===== config.mk =====
export PLATFORM = sky130hd
export DESIGN_NAME = tcbus_arb2_flat
export DESIGN_NICKNAME = d
export VERILOG_FILES = /design/src/rtl/tcbus_pkg.sv /design/src/rtl/tcbus_arb2_if.sv /design/src/rtl/tcbus_id_fifo.sv /design/src/rtl/tcbus_arb2.sv /design/src/flat_wrapper.sv
export SDC_FILE = /design/constraint.sdc
export NUM_CORES = 1
export LEC_CHECK = 0
export BUFFER_PORTS_ARGS = -buffer_cell sky130_fd_sc_hd__buf_2
export CAP_MARGIN = 40
export CORE_ASPECT_RATIO = 1.1
export CORE_MARGIN = 3
export CORE_UTILIZATION = 35
export DETAILED_ROUTE_END_ITERATION = 8
export HOLD_SLACK_MARGIN = 0.03
export SLEW_MARGIN = 40
export SYNTH_ARGS = -nofsm -noshare
export SYNTH_HDL_FRONTEND = slang
export SYNTH_SLANG_ARGS = --single-unit

===== constraint.sdc =====
create_clock -name clk_bus -period 2.15 [get_ports clk_bus]
set_input_delay 0.3225 -clock clk_bus [delete_from_list [all_inputs] [get_ports clk_bus]]
set_output_delay 0.3225 -clock clk_bus [all_outputs]
set_load 0.005 [all_outputs]

===== src/rtl/tcbus_pkg.sv =====
// Shared types and constants for the two-requester TC bus arbiter.
package tcbus_pkg;

   typedef logic owner_t;

   localparam owner_t RR_M0 = 1'b0;
   localparam owner_t RR_M1 = 1'b1;

   localparam int PEND_W = 3;

   typedef enum logic {
      ST_IDLE,
      ST_GRANT
   } arb_state_t;

endpackage


===== src/rtl/tcbus_arb2_if.sv =====
// Downstream TC bus: arbiter drives request/address/data, target returns acknowledges.
interface tcbus_arb2_if #(
   parameter int TC_AWIDTH = 8,
   parameter int TC_DWIDTH = 8
);
   logic                 req;
   logic                 rnw;
   logic [TC_AWIDTH-1:0] addr;
   logic [TC_DWIDTH-1:0] wdata;
   logic                 aack;
   logic                 rack;
   logic                 wack;

   modport master (output req, rnw, addr, wdata, input aack, rack, wack);
   modport slave  (input req, rnw, addr, wdata, output aack, rack, wack);
endinterface


===== src/rtl/tcbus_id_fifo.sv =====
// Requester-ID FIFO: one bit per outstanding transaction, head visible combinationally.
module tcbus_id_fifo
   import tcbus_pkg::*;
#(
   parameter int DEPTH = 4
) (
   input  logic              clk,
   input  logic              rst_n,
   input  logic              push,
   input  owner_t            din,
   input  logic              pop,
   output owner_t            head,
   output logic              empty,
   output logic [PEND_W-1:0] count
);

   localparam int            PW   = (DEPTH > 1) ? $clog2(DEPTH) : 1;
   localparam logic [PW-1:0] LAST = PW'(DEPTH - 1);

   owner_t        mem [DEPTH];
   logic [PW-1:0] rd_ptr;
   logic [PW-1:0] wr_ptr;

   function automatic logic [PW-1:0] ptr_inc(input logic [PW-1:0] p);
      return (p == LAST) ? '0 : p + 1'b1;
   endfunction

   // NOTE: sequential state uses non-blocking assignments so every flop samples pre-edge values.
   always_ff @(posedge clk or negedge rst_n) begin
      if (!rst_n) begin
         rd_ptr <= '0;
         wr_ptr <= '0;
         count  <= '0;
      end else begin
         if (push) wr_ptr <= ptr_inc(wr_ptr);
         if (pop)  rd_ptr <= ptr_inc(rd_ptr);
         case ({push, pop})
            2'b10:   count <= count + 1'b1;
            2'b01:   count <= count - 1'b1;
            default: count <= count;
         endcase
      end
   end

   // NOTE: storage is not reset; count and pointers alone decide what is valid.
   always_ff @(posedge clk) begin
      if (push) mem[wr_ptr] <= din;
   end

   assign head  = mem[rd_ptr];
   assign empty = (count == '0);

endmodule


===== src/rtl/tcbus_arb2.sv =====
// Round-robin arbiter for two requesters onto one TC bus, with in-order response routing.
module tcbus_arb2
   import tcbus_pkg::*;
#(
   parameter int TC_AWIDTH = 8,
   parameter int TC_DWIDTH = 8,
   parameter int MAX_PEND  = 4
) (
   input  logic                 clk_bus,
   input  logic                 rst_n,
   input  logic                 m0_req,
   input  logic                 m0_rnw,
   input  logic [TC_AWIDTH-1:0] m0_addr,
   input  logic [TC_DWIDTH-1:0] m0_wdata,
   output logic                 m0_aack,
   output logic                 m0_rack,
   output logic                 m0_wack,
   input  logic                 m1_req,
   input  logic                 m1_rnw,
   input  logic [TC_AWIDTH-1:0] m1_addr,
   input  logic [TC_DWIDTH-1:0] m1_wdata,
   output logic                 m1_aack,
   output logic                 m1_rack,
   output logic                 m1_wack,
   tcbus_arb2_if.master         tc,
   output logic [PEND_W-1:0]    pend_cnt,
   output logic                 proto_err
);

   localparam logic [PEND_W-1:0] MAX_C = PEND_W'(MAX_PEND);

   arb_state_t state, state_nxt;
   owner_t     owner, owner_nxt;
   owner_t     rr_prio, rr_nxt;
   logic       gnt_vld;

   logic       sel_req, sel_rnw;
   logic       rd_aack, wr_aack;
   logic       rd_push, rd_pop, rd_byp, rd_hit, rd_empty;
   logic       wr_push, wr_pop, wr_byp, wr_hit, wr_empty;
   owner_t     rd_head, wr_head, rd_tgt, wr_tgt;
   logic [PEND_W-1:0] rd_cnt, wr_cnt;

   assign gnt_vld = (state == ST_GRANT);
   assign sel_req = (owner == RR_M1) ? m1_req : m0_req;
   assign sel_rnw = (owner == RR_M1) ? m1_rnw : m0_rnw;

   always_ff @(posedge clk_bus or negedge rst_n) begin
      if (!rst_n) begin
         state   <= ST_IDLE;
         owner   <= RR_M0;
         rr_prio <= RR_M0;
      end else begin
         state   <= state_nxt;
         owner   <= owner_nxt;
         rr_prio <= rr_nxt;
      end
   end

   // NOTE: every output of a combinational block gets a default first, so no path can infer a latch.
   always_comb begin
      state_nxt = state;
      owner_nxt = owner;
      rr_nxt    = rr_prio;
      tc.req    = 1'b0;
      tc.rnw    = 1'b0;
      tc.addr   = '0;
      tc.wdata  = '0;
      m0_aack   = 1'b0;
      m1_aack   = 1'b0;
      case (state)
         ST_IDLE: begin
            // Full gating happens here only; pend_cnt cannot rise while a grant is open.
            if ((m0_req || m1_req) && (pend_cnt < MAX_C)) begin
               state_nxt = ST_GRANT;
               if (m0_req && m1_req) owner_nxt = rr_prio;
               else                  owner_nxt = m1_req ? RR_M1 : RR_M0;
            end
         end
         ST_GRANT: begin
            tc.req   = sel_req;
            tc.rnw   = sel_rnw;
            tc.addr  = (owner == RR_M1) ? m1_addr  : m0_addr;
            tc.wdata = (owner == RR_M1) ? m1_wdata : m0_wdata;
            m0_aack  = tc.aack && (owner == RR_M0);
            m1_aack  = tc.aack && (owner == RR_M1);
            if (tc.aack) begin
               state_nxt = ST_IDLE;
               rr_nxt    = ~owner;
            end
         end
         default: state_nxt = ST_IDLE;
      endcase
   end

   assign rd_aack = gnt_vld && tc.aack && sel_rnw;
   assign wr_aack = gnt_vld && tc.aack && !sel_rnw;

   // A response with an empty queue may still belong to the address phase acked this cycle.
   assign rd_pop  = tc.rack && !rd_empty;
   assign rd_byp  = tc.rack && rd_empty && rd_aack;
   assign rd_push = rd_aack && !rd_byp;
   assign rd_hit  = rd_pop || rd_byp;
   assign rd_tgt  = rd_empty ? owner : rd_head;

   assign wr_pop  = tc.wack && !wr_empty;
   assign wr_byp  = tc.wack && wr_empty && wr_aack;
   assign wr_push = wr_aack && !wr_byp;
   assign wr_hit  = wr_pop || wr_byp;
   assign wr_tgt  = wr_empty ? owner : wr_head;

   assign m0_rack = rd_hit && (rd_tgt == RR_M0);
   assign m1_rack = rd_hit && (rd_tgt == RR_M1);
   assign m0_wack = wr_hit && (wr_tgt == RR_M0);
   assign m1_wack = wr_hit && (wr_tgt == RR_M1);

   tcbus_id_fifo #(.DEPTH(MAX_PEND)) u_rd_q (
      .clk   (clk_bus),
      .rst_n (rst_n),
      .push  (rd_push),
      .din   (owner),
      .pop   (rd_pop),
      .head  (rd_head),
      .empty (rd_empty),
      .count (rd_cnt)
   );

   tcbus_id_fifo #(.DEPTH(MAX_PEND)) u_wr_q (
      .clk   (clk_bus),
      .rst_n (rst_n),
      .push  (wr_push),
      .din   (owner),
      .pop   (wr_pop),
      .head  (wr_head),
      .empty (wr_empty),
      .count (wr_cnt)
   );

   assign pend_cnt = rd_cnt + wr_cnt;

   always_ff @(posedge clk_bus or negedge rst_n) begin
      if (!rst_n) begin
         proto_err <= 1'b0;
      end else if ((tc.rack && rd_empty && !rd_aack) || (tc.wack && wr_empty && !wr_aack)) begin
         proto_err <= 1'b1;
      end
   end

endmodule


===== src/flat_wrapper.sv =====
// flat-port wrapper written by rule: the top's interface ports become plain ports
module tcbus_arb2_flat import tcbus_pkg::*;
#(
   parameter int TC_AWIDTH = 8,
   parameter int TC_DWIDTH = 8,
   parameter int MAX_PEND  = 4
)
  (clk_bus, rst_n, m0_req, m0_rnw, m0_addr, m0_wdata, m0_aack, m0_rack, m0_wack, m1_req, m1_rnw, m1_addr, m1_wdata, m1_aack, m1_rack, m1_wack, pend_cnt, proto_err, tc_req, tc_rnw, tc_addr, tc_wdata, tc_aack, tc_rack, tc_wack);
  tcbus_arb2_if #(.TC_AWIDTH(TC_AWIDTH), .TC_DWIDTH(TC_DWIDTH)) tc_i ();
  input  logic clk_bus;
  input  logic rst_n;
  input  logic m0_req;
  input  logic m0_rnw;
  input  logic [TC_AWIDTH-1:0] m0_addr;
  input  logic [TC_DWIDTH-1:0] m0_wdata;
  output logic m0_aack;
  output logic m0_rack;
  output logic m0_wack;
  input  logic m1_req;
  input  logic m1_rnw;
  input  logic [TC_AWIDTH-1:0] m1_addr;
  input  logic [TC_DWIDTH-1:0] m1_wdata;
  output logic m1_aack;
  output logic m1_rack;
  output logic m1_wack;
  output logic [PEND_W-1:0] pend_cnt;
  output logic proto_err;
  output wire logic [$bits(tc_i.req)-1:0] tc_req;
  output wire logic [$bits(tc_i.rnw)-1:0] tc_rnw;
  output wire logic [$bits(tc_i.addr)-1:0] tc_addr;
  output wire logic [$bits(tc_i.wdata)-1:0] tc_wdata;
  input wire logic [$bits(tc_i.aack)-1:0] tc_aack;
  input wire logic [$bits(tc_i.rack)-1:0] tc_rack;
  input wire logic [$bits(tc_i.wack)-1:0] tc_wack;
  assign tc_req = tc_i.req;
  assign tc_rnw = tc_i.rnw;
  assign tc_addr = tc_i.addr;
  assign tc_wdata = tc_i.wdata;
  assign tc_i.aack = tc_aack;
  assign tc_i.rack = tc_rack;
  assign tc_i.wack = tc_wack;
  tcbus_arb2 #(.TC_AWIDTH(TC_AWIDTH), .TC_DWIDTH(TC_DWIDTH), .MAX_PEND(MAX_PEND)) u_core (.clk_bus(clk_bus), .rst_n(rst_n), .m0_req(m0_req), .m0_rnw(m0_rnw), .m0_addr(m0_addr), .m0_wdata(m0_wdata), .m0_aack(m0_aack), .m0_rack(m0_rack), .m0_wack(m0_wack), .m1_req(m1_req), .m1_rnw(m1_rnw), .m1_addr(m1_addr), .m1_wdata(m1_wdata), .m1_aack(m1_aack), .m1_rack(m1_rack), .m1_wack(m1_wack), .tc(tc_i), .pend_cnt(pend_cnt), .proto_err(proto_err));
endmodule

== Word-level counts from Yosys, hierarchy flattened ==
Memory sizes are Yosys's and may differ from the RTL's.
Cells that the tools add are included.

* Mux-type cells: 27
* Multiply operators: 0
* $add $sub $neg: 9
* Bitwise gates (word level): 4
* Order comparisons: 1
* Equality and inequality tests: 8
* Reduce and logical (&&, ||, !) cells: 38
* Shift operators: 0
* Div/mod/pow operators: 0

{| class="wikitable"
|+ Operators by type and width
! cell !! count
|-
| $mux W8 || 4
|-
| $logic_and A1 B1 Y1 || 21
|-
| $mux W1 || 16
|-
| $eq A2 B2 Y1 const B || 6
|-
| $pmux W3 S2 || 2
|-
| $add A2 B1 Y2 const B || 4
|-
| $mux W2 || 4
|-
| $logic_not A1 Y1 || 7
|-
| $add A3 B1 Y3 const B || 2
|-
| $logic_not A3 Y1 || 2
|-
| $sub A3 B1 Y3 const B || 2
|-
| $eq A2 B1 Y1 const B || 2
|-
| $logic_or A1 B1 Y1 || 4
|-
| $not A1 Y1 || 4
|-
| $reduce_and A2 Y1 || 2
|-
| $reduce_bool A2 Y1 || 2
|-
| $add A3 B3 Y3 || 1
|-
| $lt A3 B3 Y1 const B || 1
|-
| $pmux W1 S2 || 1
|}

* Bits in registers: 18
* Logic and storage cells: 99
* Latch bits: 0
* Memory bits (writable): 8
* Output and inout port bits: 28
* ROM bits: 0
* Memories kept: 2
* Bits of input ports: 41

{| class="wikitable"
|+ Memories
! name !! depth !! width !! rd ports !! clocked after memory_dff !! write ports !! RTL line !! source
|-
| u_core.u_rd_q.mem || 4 || 1 || 1 || 0 || 1 || tcbus_id_fifo.sv:20 || <nowiki>owner_t mem [DEPTH];</nowiki>
|-
| u_core.u_wr_q.mem || 4 || 1 || 1 || 0 || 1 || tcbus_id_fifo.sv:20 ||
|}

== Depth between registers and ports, before layout ==
Gate-level depths: netlist (run 1).

* Depth in word-level cells: 8
* Mapped depth: 10

== By module ==
A second synthesis (run 1) with hierarchy kept.

* Cells, all modules: 169
* Area total of the unflattened synthesis: 1760.4 µm²

{| class="wikitable"
|+ By module, submodules not included
! module !! seq. area each (µm²) !! area each (µm²) !! cells an instance !! instances
|-
| tcbus_id_fifo || 295.3 || 556.8 || 42 || 2
|-
| tcbus_arb2 || 100.1 || 646.9 || 85 || 1
|}

== Worst setup path before layout (run 1) ==
Ideal clock, no wire load.

* Kind: reg2reg
* From: register u_core.u_rd_q.count[2]
* To: register u_core.u_rd_q.count[2]
* Path buffers: 0
* Path slack: -82 ps
* Clock period less this slack: 2232 ps
* Library setup time: 79 ps
* Arrival time: 2153 ps
* Cell stages (with the launch flop): 10
* Cells stage by stage: dfrtp_1 -> or4b_4 -> nor3b_4 -> inv_1 -> ha_1 -> inv_1 -> fa_1 -> xor2_1 -> nor2_1 -> xor2_1

* Word-level cells in the longest chain between the ends: 7

{| class="wikitable"
|+ RTL lines
! what !! RTL line !! source
|-
| from (decl) || tcbus_id_fifo.sv:14 || <nowiki>output logic [PEND_W-1:0] count</nowiki>
|-
| from (signal assigned) || tcbus_id_fifo.sv:38 || <nowiki>2'b10: count <= count + 1'b1;</nowiki>
|-
| from (signal assigned) || tcbus_id_fifo.sv:39 || <nowiki>2'b01: count <= count - 1'b1;</nowiki>
|-
| from (signal assigned) || tcbus_id_fifo.sv:40 || <nowiki>default: count <= count;</nowiki>
|-
| $logic_not A3 Y1 || tcbus_id_fifo.sv:51 || <nowiki>assign empty = (count == '0);</nowiki>
|-
| $logic_and A1 B1 Y1 (2 in a row) || tcbus_arb2.sv:101 || <nowiki>assign rd_byp = tc.rack && rd_empty && rd_aack;</nowiki>
|-
| $logic_not A1 Y1 || tcbus_arb2.sv:102 || <nowiki>assign rd_push = rd_aack && !rd_byp;</nowiki>
|-
| $logic_and A1 B1 Y1 || tcbus_arb2.sv:102 ||
|-
| $eq A2 B1 Y1 or $eq A2 B2 Y1 (tied branches) || tcbus_id_fifo.sv:37 || <nowiki>case ({push, pop})</nowiki>
|-
| $pmux W3 S2 or $reduce_bool A2 Y1 (tied branches) || - ||
|}

Parallel ways exist; a longest one is shown, timed or not.
A chain may end at the register's enable or synchronous reset.

== Final worst setup path (run 1) ==
* From: register u_core.u_wr_q.count[1]
* To: output m0_wack

* Word-level cells in the longest chain between the ends: 5

{| class="wikitable"
|+ RTL lines
! what !! RTL line !! source
|-
| from (decl) || tcbus_id_fifo.sv:14 ||
|-
| from (signal assigned) || tcbus_id_fifo.sv:38 ||
|-
| from (signal assigned) || tcbus_id_fifo.sv:39 ||
|-
| from (signal assigned) || tcbus_id_fifo.sv:40 ||
|-
| $logic_not A3 Y1 (*) || tcbus_id_fifo.sv:51 ||
|-
| $logic_not A1 Y1 or $logic_and A1 B1 Y1 (tied branches) || tcbus_arb2.sv:106, tcbus_arb2.sv:107 ||
|-
| $logic_and A1 B1 Y1 (on tied branches) || tcbus_arb2.sv:106, tcbus_arb2.sv:107 ||
|-
| $logic_or A1 B1 Y1 || tcbus_arb2.sv:109 || <nowiki>assign wr_hit = wr_pop || wr_byp;</nowiki>
|-
| $logic_and A1 B1 Y1 (*) || tcbus_arb2.sv:114 || <nowiki>assign m0_wack = wr_hit && (wr_tgt == RR_M0);</nowiki>
|-
| to (decl) || flat_wrapper.sv:18 || <nowiki>output logic m0_wack;</nowiki>
|}

Every way passes the cells marked *; elsewhere a longest branch is shown, timed or not.

==> results of run 1 <==
metal layers:
layer  share of wire  up-vias  track usage
li1                -      735            -
met1            0.43      669        0.148
met2            0.47       61        0.253
met3           0.096        2       0.0297
met4          0.0050        0       0.0320
met5               0        -            0
final timing paths:
path | endpoint | start | depth (start not counted)
max | m0_wack | u_core.u_wr_q.count[1] | 5
min | u_core.gnt_vld | tc_aack | 2
max reg2reg | u_core.u_wr_q.count[2] | u_core.u_wr_q.count[1] | 9
min reg2reg | u_core.proto_err | u_core.proto_err | 2
max in group asynchronous | u_core.u_rd_q.count[0] | rst_n | 2
min in group asynchronous | u_core.u_rd_q.wr_ptr[0] | rst_n | 2
layout by cell type (no fill, tap or decap), drive strengths merged:
cell type	instances
mux2i	19
and2	8
mux4	2
clkbuf	4
dlygate4sd3	1
a21o	3
buf	87
nor3	2
o32a	1
or4	1
or4b	2
nand2	12
o41ai	1
nor3b	3
edfxtp	8
xnor2	2
o31ai	2
ha	13
or3	1
o21ai	4
fa	3
mux2	5
inv	17
xor3	1
xor2	4
o221ai	1
nor2	26
o22ai	2
dfrtp	18
where the power goes:
part | internal, mW | total [mW] | switching, mW
logic | 1.06 | 1.99 | 0.938
clock network | 0.132 | 0.280 | 0.148
registers | 0.717 | 0.877 | 0.159
total | 1.91 | 3.15 | 1.25
final cells by class:
class	count	share of cell area
Inverter	17	0.0261
Clock buffer	4	0.0184
Sequential cell	26	0.283
Timing Repair Buffer	88	0.207
Tap cell	56	0.0287
Multi-Input combinational cell	118	0.436
cell usage after synthesis, types with 3 or more instances:
cell type	count
a21o_1	3
buf_2	3
nor2_1	26
edfxtp_1	8
fa_1	3
mux2i_1	18
mux2_4	5
dfrtp_1	18
nand2_1	11
inv_1	17
ha_1	13
and2_1	8
xor2_1	4
repair_timing:
action / 4_1_cts / 5_1_grt
setup endpoints to repair: 7 / 9
cloned: 0 / 0
setup buffers: 2 / 0
endpoints found under the hold margin: 18 / 0
gates resized for setup: 7 / 5
hold buffers: 1 / 0
pin swaps: 8 / 5
through the flow:
stage | setup TNS [ns] | instances | power, mW | hold WS, ns | util
2_1_floorplan | -0.0997 | 166 | 2.10 | 0.0269 | -
3_3_place_gp | 0 | 302 | 2.74 | 0.296 | 0.483
3_5_place_dp | -0.0683 | 302 | 2.78 | 0.296 | 0.483
4_1_cts | -0.548 | 309 | 3.15 | 0.278 | 0.503
5_1_grt | -0.985 | 309 | 3.45 | 0.283 | 0.507
6_report | -0.466 | 309 | 3.15 | 0.284 | 0.507
kinds of logic after synthesis:
group,count (synthesis),share of synthesized area
xor+xnor,7,0.0445
compound gates,14,0.0598
mux,26,0.175
fa+ha+maj,16,0.124
buf+inv,22,0.0480
simple gates,55,0.165
flops,26,0.384
sequential cells by signal, indices dropped and copies added, names as in the netlist:
signal                cells
u_core.u_rd_q.mem         4
u_core.u_wr_q.mem         4
u_core.u_rd_q.count       3
u_core.u_wr_q.count       3
u_core.u_rd_q.rd_ptr      2
u_core.u_rd_q.wr_ptr      2
u_core.u_wr_q.rd_ptr      2
u_core.u_wr_q.wr_ptr      2
u_core.gnt_vld            1
u_core.owner              1
u_core.proto_err          1
u_core.rr_prio            1
==> results by group, run 1 <==
Detailed routing
  – Detailed-route wire length per cell: 13.0 um
  – DRC viols: 0
  – Via-per-instance ratio: 4.75
  – Total wire length: 4020 um
  – Via count: 1,467
  – Pre-antenna DRT Iters: 4
  – DR iter-0 viols: 28
  – Routed Antenna Nets: 0

Yosys
  – Number of synthesized flops with an enable pin: 8
  – Share of the synthesized area in the top cell type: 0.251
  – Main synth FF type: dfrtp_1
  – Yosys synthesis warning count: 0
  – Syn Area/Cell: 10.8 um^2
  – Sequential area share after synthesis: 0.384
  – Syn_nets: 223
  – Syn Std Cell Area: 1800 um^2
  – Synth top area cells: dfrtp_1 25%, edfxtp_1 13%, mux2i_1 10%, ha_1 9.0%, nor2_1 5.4%
  – FF+latch count, synth: 26
  – Synth area leader: dfrtp_1
  – Synth cell types: 34
  – Syn Inst Count: 166
  – Ys async rst share: 0.692

Pwr
  – Peak VDD IR: 0.614 mV
  – P_leak: 1.29 nW
  – Pwr dens: 1290 nW/um^2

Place
  – I/O Buffers: 68
  – Detailed placement HPWL: 3210 um
  – Setup slack at placement: -0.0392 ns
  – Gp weighted congestion: 0.755
  – Dpl cell area: 2320 um^2

Min path
  – Type of the most critical hold path: in -> reg

Die
  – Die area: 6030 um^2
  – Core area: 4810 um^2
  – Width of the die: 74.3 um
  – Vert. Die Dim: 81.2 um
  – Core Rows: 26
  – Num ports: 69
  – Starting Density: 0.373

Clock tree
  – CTS H-tree depth: 1
  – Worst-Skew Late Latency: 0.26 ns
  – CTS Buffer Depth: 2
  – Clock Pin Slew Worst Setup and Hold Paths: 0.09 ns
  – Root Driver: clkbuf_8
  – CTS tree: done
  – Num Clock Sinks: 26
  – Number of CTS-inserted buffers: 3

Setup path
  – Slowest stage cell on the critical path: or4b_4
  – Crit path buf inv count: 2
  – Critical Path RT: 1.83 ns
  – Delay-heaviest family, CP: simple AND/OR/NAND/NOR gates
  – FF-to-FF setup slack: -0.06 ns
  – Worst Path Max Fanout: 2
  – CP peak stage delay: 0.56 ns
  – CP cell instances: or4b_4, buf_6, or4_4, o21ai_2, buf_2
  – Arrival time at the worst endpoint: 1.97 ns
  – Startpoint Class: flip-flop
  – Critical path capture point type: primary output
  – WS Path Type: reg -> out

STA
  – Minimum clock period: 2.29 ns
  – Slew Viols, Final: 0
  – Slew HR: 0.645
  – Worst Tran Pin Value: 0.532 ns
  – Endpoints failing setup: 7
  – Tcrit/Tclk final: 1.06
  – Setup ws final: -0.138 ns
  – RSZ-0062 raised after global routing: true
  – Fin Clk Skew: 0.00114 ns
  – Final hold vios: 0
  – Highest clock rate: 437 MHz

Global route
  – Antenna violations before repair: 0
  – Total GRT Usage: 0.133
  – First-pass GRT wire length: 6220 um
  – Number of global-route vias before repair: 1,431
  – Overflow after GRT: 0
  – Largest net degree at the start of global routing: 21

Status
  – Outcome: finished with violations
  – Failing checks: setup timing

Final layout
  – Layout area overhead: 35.8%
  – Share of layout cells above drive strength 1: 0.470
  – Final instance area: 2440 um^2
  – Total Nets Final: 311
  – Register Area: 691 um^2
  – # fillers: 454
  – Area of the multi-input gates: 1070 um^2
  – Ant. Diodes: 0

Flow run
  – Max-cap violations: 0
Power figures use the tool's default switching activity.
==> run 2, diff against run 1 <==
Settings changed: PLACE_DENSITY set to 0.61.
==> run 2 against run 1 <==
The flow still finishes with violations (setup timing). Via count decreased by 0.27%. Worst hold slack got worse by 0.0042 ns. Combinational power about the same. Clock-buffer cell count unchanged. Die area unchanged. Design area increased by 0.61%. Non-clock buffer count increased by 1. Wire length increased by 2.0%. Fmax decreased by 0.32%.
==> results by group, run 2 (same netlist as run 1, synthesis figures left out) <==
Status
  – Outcome: finished with violations
  – Failing checks: setup timing

Detailed routing
  – Routed wl met2: 1880 um
  – Total wire length: 4100 um
  – Wl on met1: 1820 um
  – DRC viols: 0
  – Pre-antenna DRT Iters: 4
  – Via count: 1,463
  – Via-per-instance ratio: 4.72
  – DR top layer: met4
  – DR WL met3: 355 um
  – DR iter-0 viols: 35
  – Routed Antenna Nets: 0
  – Detailed-route wire length per cell: 13.2 um

Setup path
  – Reg2Reg Depth: 9
  – Reg2reg start: u_core.u_rd_q.count[1]
  – WS Path Type: reg -> out
  – Critical Path RT: 1.83 ns
  – Startpoint Class: flip-flop
  – Worst r2r dst: u_core.u_rd_q.count[2]
  – Worst Path Max Fanout: 2
  – CP Capture Point: m0_rack
  – FF-to-FF setup slack: -0.04 ns
  – CP startpoint: u_core.u_rd_q.count[1]
  – Critical path capture point type: primary output
  – Arrival time at the worst endpoint: 1.97 ns

Flow run
  – Max-cap violations: 0

Place
  – Gp weighted congestion: 0.786
  – I/O Buffers: 68
  – Detailed placement HPWL: 3180 um
  – Placed insts: 300
  – Dpl cell area: 2310 um^2

Pwr
  – P_leak: 1.28 nW
  – Clk pwr share: 0.092
  – Internal power: 1.93 mW
  – Peak VDD IR: 0.499 mV
  – Combinational fraction of design power: 0.633
  – Sw Ratio: 0.393
  – Pwr dens: 1290 nW/um^2
  – NetSw: 1.25 mW
  – Share of power burned in registers: 0.276

Die
  – Width of the die: 74.3 um
  – Core area: 4810 um^2
  – Core Rows: 26
  – Die area: 6030 um^2
  – Num ports: 69
  – Starting Density: 0.373
  – Vert. Die Dim: 81.2 um

Global route
  – Largest net degree at the start of global routing: 30
  – First-pass GRT wire length: 6280 um
  – Number of global-route vias before repair: 1,345
  – Overflow after GRT: 0
  – Total GRT Usage: 0.136
  – Antenna violations before repair: 0

STA
  – Highest clock rate: 436 MHz
  – Tcrit/Tclk final: 1.07
  – Minimum clock period: 2.30 ns
  – TNS Setup: -0.440 ns
  – RSZ-0062 raised after global routing: true
  – Slew Viols, Final: 0
  – Endpoints failing setup: 5
  – Setup ws final: -0.146 ns
  – Fin Clk Skew: 0.00368 ns
  – Final hold vios: 0
  – Worst Tran Pin Value: 0.566 ns
  – Worst Hold Slack: 0.280 ns
  – Slew HR: 0.622

Final layout
  – Final cell count without fillers: 310
  – Ant. Diodes: 0
  – Layout area overhead: 36.7%
  – Total Nets Final: 312
  – Final instance area: 2460 um^2
  – # fillers: 449
  – Most frequent cells in the layout: 67 x buf_2, 26 x nor2_1, 18 x mux2i_1, 18 x dfrtp_1, 15 x inv_1
  – End-of-flow core utilization: 0.510
  – Commonest non-fill, non-tap cell in the layout: buf_2
  – Share of layout cells above drive strength 1: 0.465
  – Top flop regs: u_core.u_rd_q.mem (4), u_core.u_wr_q.mem (4)

Clock tree
  – CTS H-tree depth: 1
  – CTS Buffer Depth: 2
  – Num Clock Sinks: 26
  – Number of CTS-inserted buffers: 3
  – Clock Pin Slew Worst Setup and Hold Paths: 0.09 ns
  – CTS tree: done
  – Root Driver: clkbuf_8
  – Worst-Skew Late Latency: 0.27 ns

Min path
  – Type of the most critical hold path: in -> reg
==> run 2: cell types whose count changed in the layout (fill, tap and decap cells not counted), sizes merged <==
cell / delta
buf: +1
==> run 2: how the worst min path moves through the flow <==
stage,to,from,depth (start not counted),slack [ns]
6_report,u_core.gnt_vld,tc_aack,2,0.28
5_1_grt,u_core.gnt_vld,tc_aack,2,0.28
4_1_cts,u_core.gnt_vld,tc_aack,2,0.27
3_5_place_dp,u_core.u_rd_q.rd_ptr[1],rst_n,1,0.31
3_3_place_gp,u_core.u_rd_q.wr_ptr[1],rst_n,1,0.30
2_1_floorplan,u_core.gnt_vld,rst_n,0,0.03
==> run 2: worst max-delay path: stages (launching register included) <==
cell and delay (ns):
dfrtp_1 0.39, or4b_4 0.56, buf_6 0.13, or3_4 0.34
o22ai_2 0.15, buf_2 0.13
==> run 2: metrics by stage <==
step | worst slack (ns) | power (mW)
after floorplan | -0.0537 | 2.10
after global placement | 0.00836 | 2.73
after detailed placement | -0.0292 | 2.75
after CTS | -0.160 | 3.17
after global routing | -0.197 | 3.48
final | -0.146 | 3.18
==> run 2: area by class of cell <==
type                       instances  area [um^2]  share of cell area
clock buffer                       4         45.0              0.0183
multi-input combinational        118         1060               0.431
timing repair buffer              89          529               0.215
sequential                        26          691               0.281
tap                               56         70.1              0.0285
inverter                          17         63.8              0.0260
==> run 2: power by group through the flow <==
stage          clock [mW]  combinational [mW]  sequential (mW)
2_1_floorplan           0                1.21            0.888
3_3_place_gp            0                1.85            0.875
3_5_place_dp            0                1.87            0.882
4_1_cts             0.302                1.99            0.877
5_1_grt             0.330                2.24            0.905
6_report            0.291                2.01            0.876
==> run 2: per-layer routing <==
metal,vias up,global-route usage
met2,60,0.237
met3,4,0.0210
met4,0,0.0427
met1,658,0.171
met5,-,0
li1,741,-
==> run 2: what timing repair did <==
item / in CTS / in global routing
setup endpoints to repair: 7 / 9
hold buffers: 1 / 0
endpoints found under the hold margin: 18 / 0
resized for setup: 11 / 3
pin swaps: 6 / 0
setup buffers: 3 / 2
==> run 3, diff against run 2 <==
Settings changed: ABC_AREA set to 1.
==> run 3 against run 2 <==
The run now ends clean. Critical path depth rose by 2. Cell count rose by 22%. Largest cell class unchanged. Sequential cell count did not move.
==> results by group, run 3 <==
Status
  – Outcome: complete, no violations

Die
  – Starting Density: 0.376
  – Core area: 4850 um^2
  – Vert. Die Dim: 81.6 um
  – Width of the die: 74.8 um
  – Core Rows: 26
  – Num ports: 69
  – Die area: 6100 um^2

Setup path
  – Critical Path RT: 1.83 ns
  – Reg2reg start: u_core.u_rd_q.count[1]
  – CP Capture Point: pend_cnt[2]
  – Worst r2r dst: u_core.u_rd_q.count[2]
  – Slowest stage cell on the critical path: fa_1
  – WS Path Type: reg -> out
  – WP depth: 7
  – CP startpoint: u_core.u_rd_q.count[0]
  – Worst Path Max Fanout: 3
  – Delay-heaviest family, CP: adder cells
  – Crit path buf inv count: 3
  – Arrival time at the worst endpoint: 1.73 ns
  – CP peak stage delay: 0.44 ns
  – Critical path capture point type: primary output
  – FF-to-FF setup slack: 0.16 ns
  – CP cell instances: ha_1, fa_1, inv_1, nand2_1, nand2_2, inv_1, buf_2
  – Most common cell on crit path: inv_1
  – Startpoint Class: flip-flop
  – Reg2Reg Depth: 11

Yosys
  – Synth area leader: dfrtp_1
  – Count leader, synth: nor2_1
  – FF+latch count, synth: 26
  – Synth cell types: 24
  – Syn Std Cell Area: 1820 um^2
  – Main synth FF type: dfrtp_1
  – Number of synthesized flops with an enable pin: 8
  – Yosys synthesis warning count: 0
  – Syn Area/Cell: 7.43 um^2
  – Ys async rst share: 0.692
  – Share of the synthesized area in the top cell type: 0.247
  – Post-synth top cells: 45 x nor2_1, 42 x inv_1, 41 x nand2_1
  – Synth top area cells: dfrtp_1 25%, edfxtp_1 13%, nor2_1 9.3%, ha_1 8.9%, inv_1 8.7%
  – Sequential area share after synthesis: 0.379
  – Syn Inst Count: 245
  – Syn_nets: 302

Place
  – Detailed placement HPWL: 3350 um
  – I/O Buffers: 68
  – Placed insts: 370
  – Gp weighted congestion: 0.757
  – Dpl cell area: 2250 um^2

Detailed routing
  – Routed Antenna Nets: 0
  – Total wire length: 4080 um
  – Via-per-instance ratio: 4.64
  – Detailed-route wire length per cell: 10.8 um
  – DRC viols: 0
  – Via count: 1,749
  – Pre-antenna DRT Iters: 4
  – DR iter-0 viols: 64

Final layout
  – Final cell count without fillers: 377
  – Top flop regs: u_core.u_rd_q.mem (4), u_core.u_wr_q.mem (4)
  – # fillers: 488
  – Commonest non-fill, non-tap cell in the layout: buf_2
  – Final instance area: 2340 um^2
  – Layout area overhead: 28.7%
  – Most frequent cells in the layout: 68 x buf_2, 45 x nor2_1, 40 x nand2_1
  – Ant. Diodes: 0
  – Total Nets Final: 379
  – End-of-flow core utilization: 0.483
  – Share of layout cells above drive strength 1: 0.318

STA
  – RSZ-0062 raised after global routing: true
  – Final hold vios: 0
  – Tcrit/Tclk final: 0.954
  – Endpoints failing setup: 0
  – Minimum clock period: 2.05 ns
  – Worst Tran Pin Value: 0.406 ns
  – Slew HR: 0.729
  – Fin Clk Skew: 0.000917 ns
  – TNS Setup: 0 ns
  – Slew Viols, Final: 0
  – Highest clock rate: 488 MHz

Clock tree
  – Num Clock Sinks: 26
  – CTS Buffer Depth: 2
  – Root Driver: clkbuf_8
  – CTS H-tree depth: 1
  – Clock Pin Slew Worst Setup and Hold Paths: 0.09 ns
  – Number of CTS-inserted buffers: 3
  – Worst-Skew Late Latency: 0.27 ns
  – CTS tree: done

Pwr
  – P_leak: 1.28 nW
  – Pwr dens: 1230 nW/um^2
  – Peak VDD IR: 0.483 mV
  – Total Power: 2.88 mW

Flow run
  – Max-cap violations: 0

Global route
  – Total GRT Usage: 0.141
  – Number of global-route vias before repair: 1,594
  – First-pass GRT wire length: 6770 um
  – Largest net degree at the start of global routing: 21
  – Overflow after GRT: 0
  – Antenna violations before repair: 0

Min path
  – Hold Path Stages: 2
  – Type of the most critical hold path: in -> reg
==> run 3: layer usage <==
metal,GRT usage,vias to the layer above,wire length (um)
met5,0,-,0
met4,0.0516,0,88
met3,0.0233,6,284
met2,0.251,71,1970
met1,0.169,762,1740
li1,-,910,-
==> run 3: kinds of logic after synthesis <==
family                     synth area share
and+or+nand+nor                       0.262
AOI/OAI and AO/OA                     0.107
buffers and inverters                 0.111
DFF                                   0.379
xor gates and xnor gates             0.0192
adders and majority gates             0.122
==> run 3: per-stage QoR <==
step	hold slack, ns	setup WS [ns]
2_1_floorplan	0.0269	0.184
3_3_place_gp	0.271	0.191
3_5_place_dp	0.277	0.124
4_1_cts	0.244	0.0293
5_1_grt	0.249	-0.0118
6_report	0.246	0.0993
==> run 3: worst min-delay path by stage <==
stage / from / end
floorplan: rst_n / u_core.gnt_vld
global placement: rst_n / u_core.u_wr_q.rd_ptr[0]
detailed placement: rst_n / u_core.u_wr_q.rd_ptr[0]
CTS: tc_aack / u_core.gnt_vld
global route: tc_aack / u_core.gnt_vld
finish: tc_aack / u_core.gnt_vld
==> run 3: report_power, final <==
part / leakage, nW / internal (mW) / switching [mW]
Combinational: 0.969 / 0.707 / 0.996
Sequential: 0.286 / 0.705 / 0.146
Clock: 0.0288 / 0.164 / 0.160
Total: 1.28 / 1.58 / 1.30
==> run 3: area by class of cell <==
| type | instances | area [um^2] | area share |
|---|---|---|---|
| Multi-Input combinational cell | 168 | 941 | 0.401 |
| Sequential cell | 26 | 691 | 0.295 |
| Timing Repair Buffer | 78 | 418 | 0.178 |
| Inverter | 45 | 169 | 0.0721 |
| Tap cell | 56 | 70.1 | 0.0299 |
| Clock buffer | 4 | 55.1 | 0.0235 |
==> run 3: worst reg2reg max path, delay by kind of cell, from the launching register on <==
family / cells / cell delay [ns]
AOI/OAI and AO/OA: 2 / 0.26
and+or+nand+nor: 3 / 0.31
buffers and inverters: 3 / 0.22
xor gates and xnor gates: 1 / 0.15
adders and majority gates: 2 / 0.51
DFF: 1 / 0.43
==> run 3: timing repair <==
item	CTS	global route
setup buffers	0	2
hold buffers	1	0
setup endpoints to repair	0	2
endpoints found under the hold margin	18	0
gates resized for setup	0	6
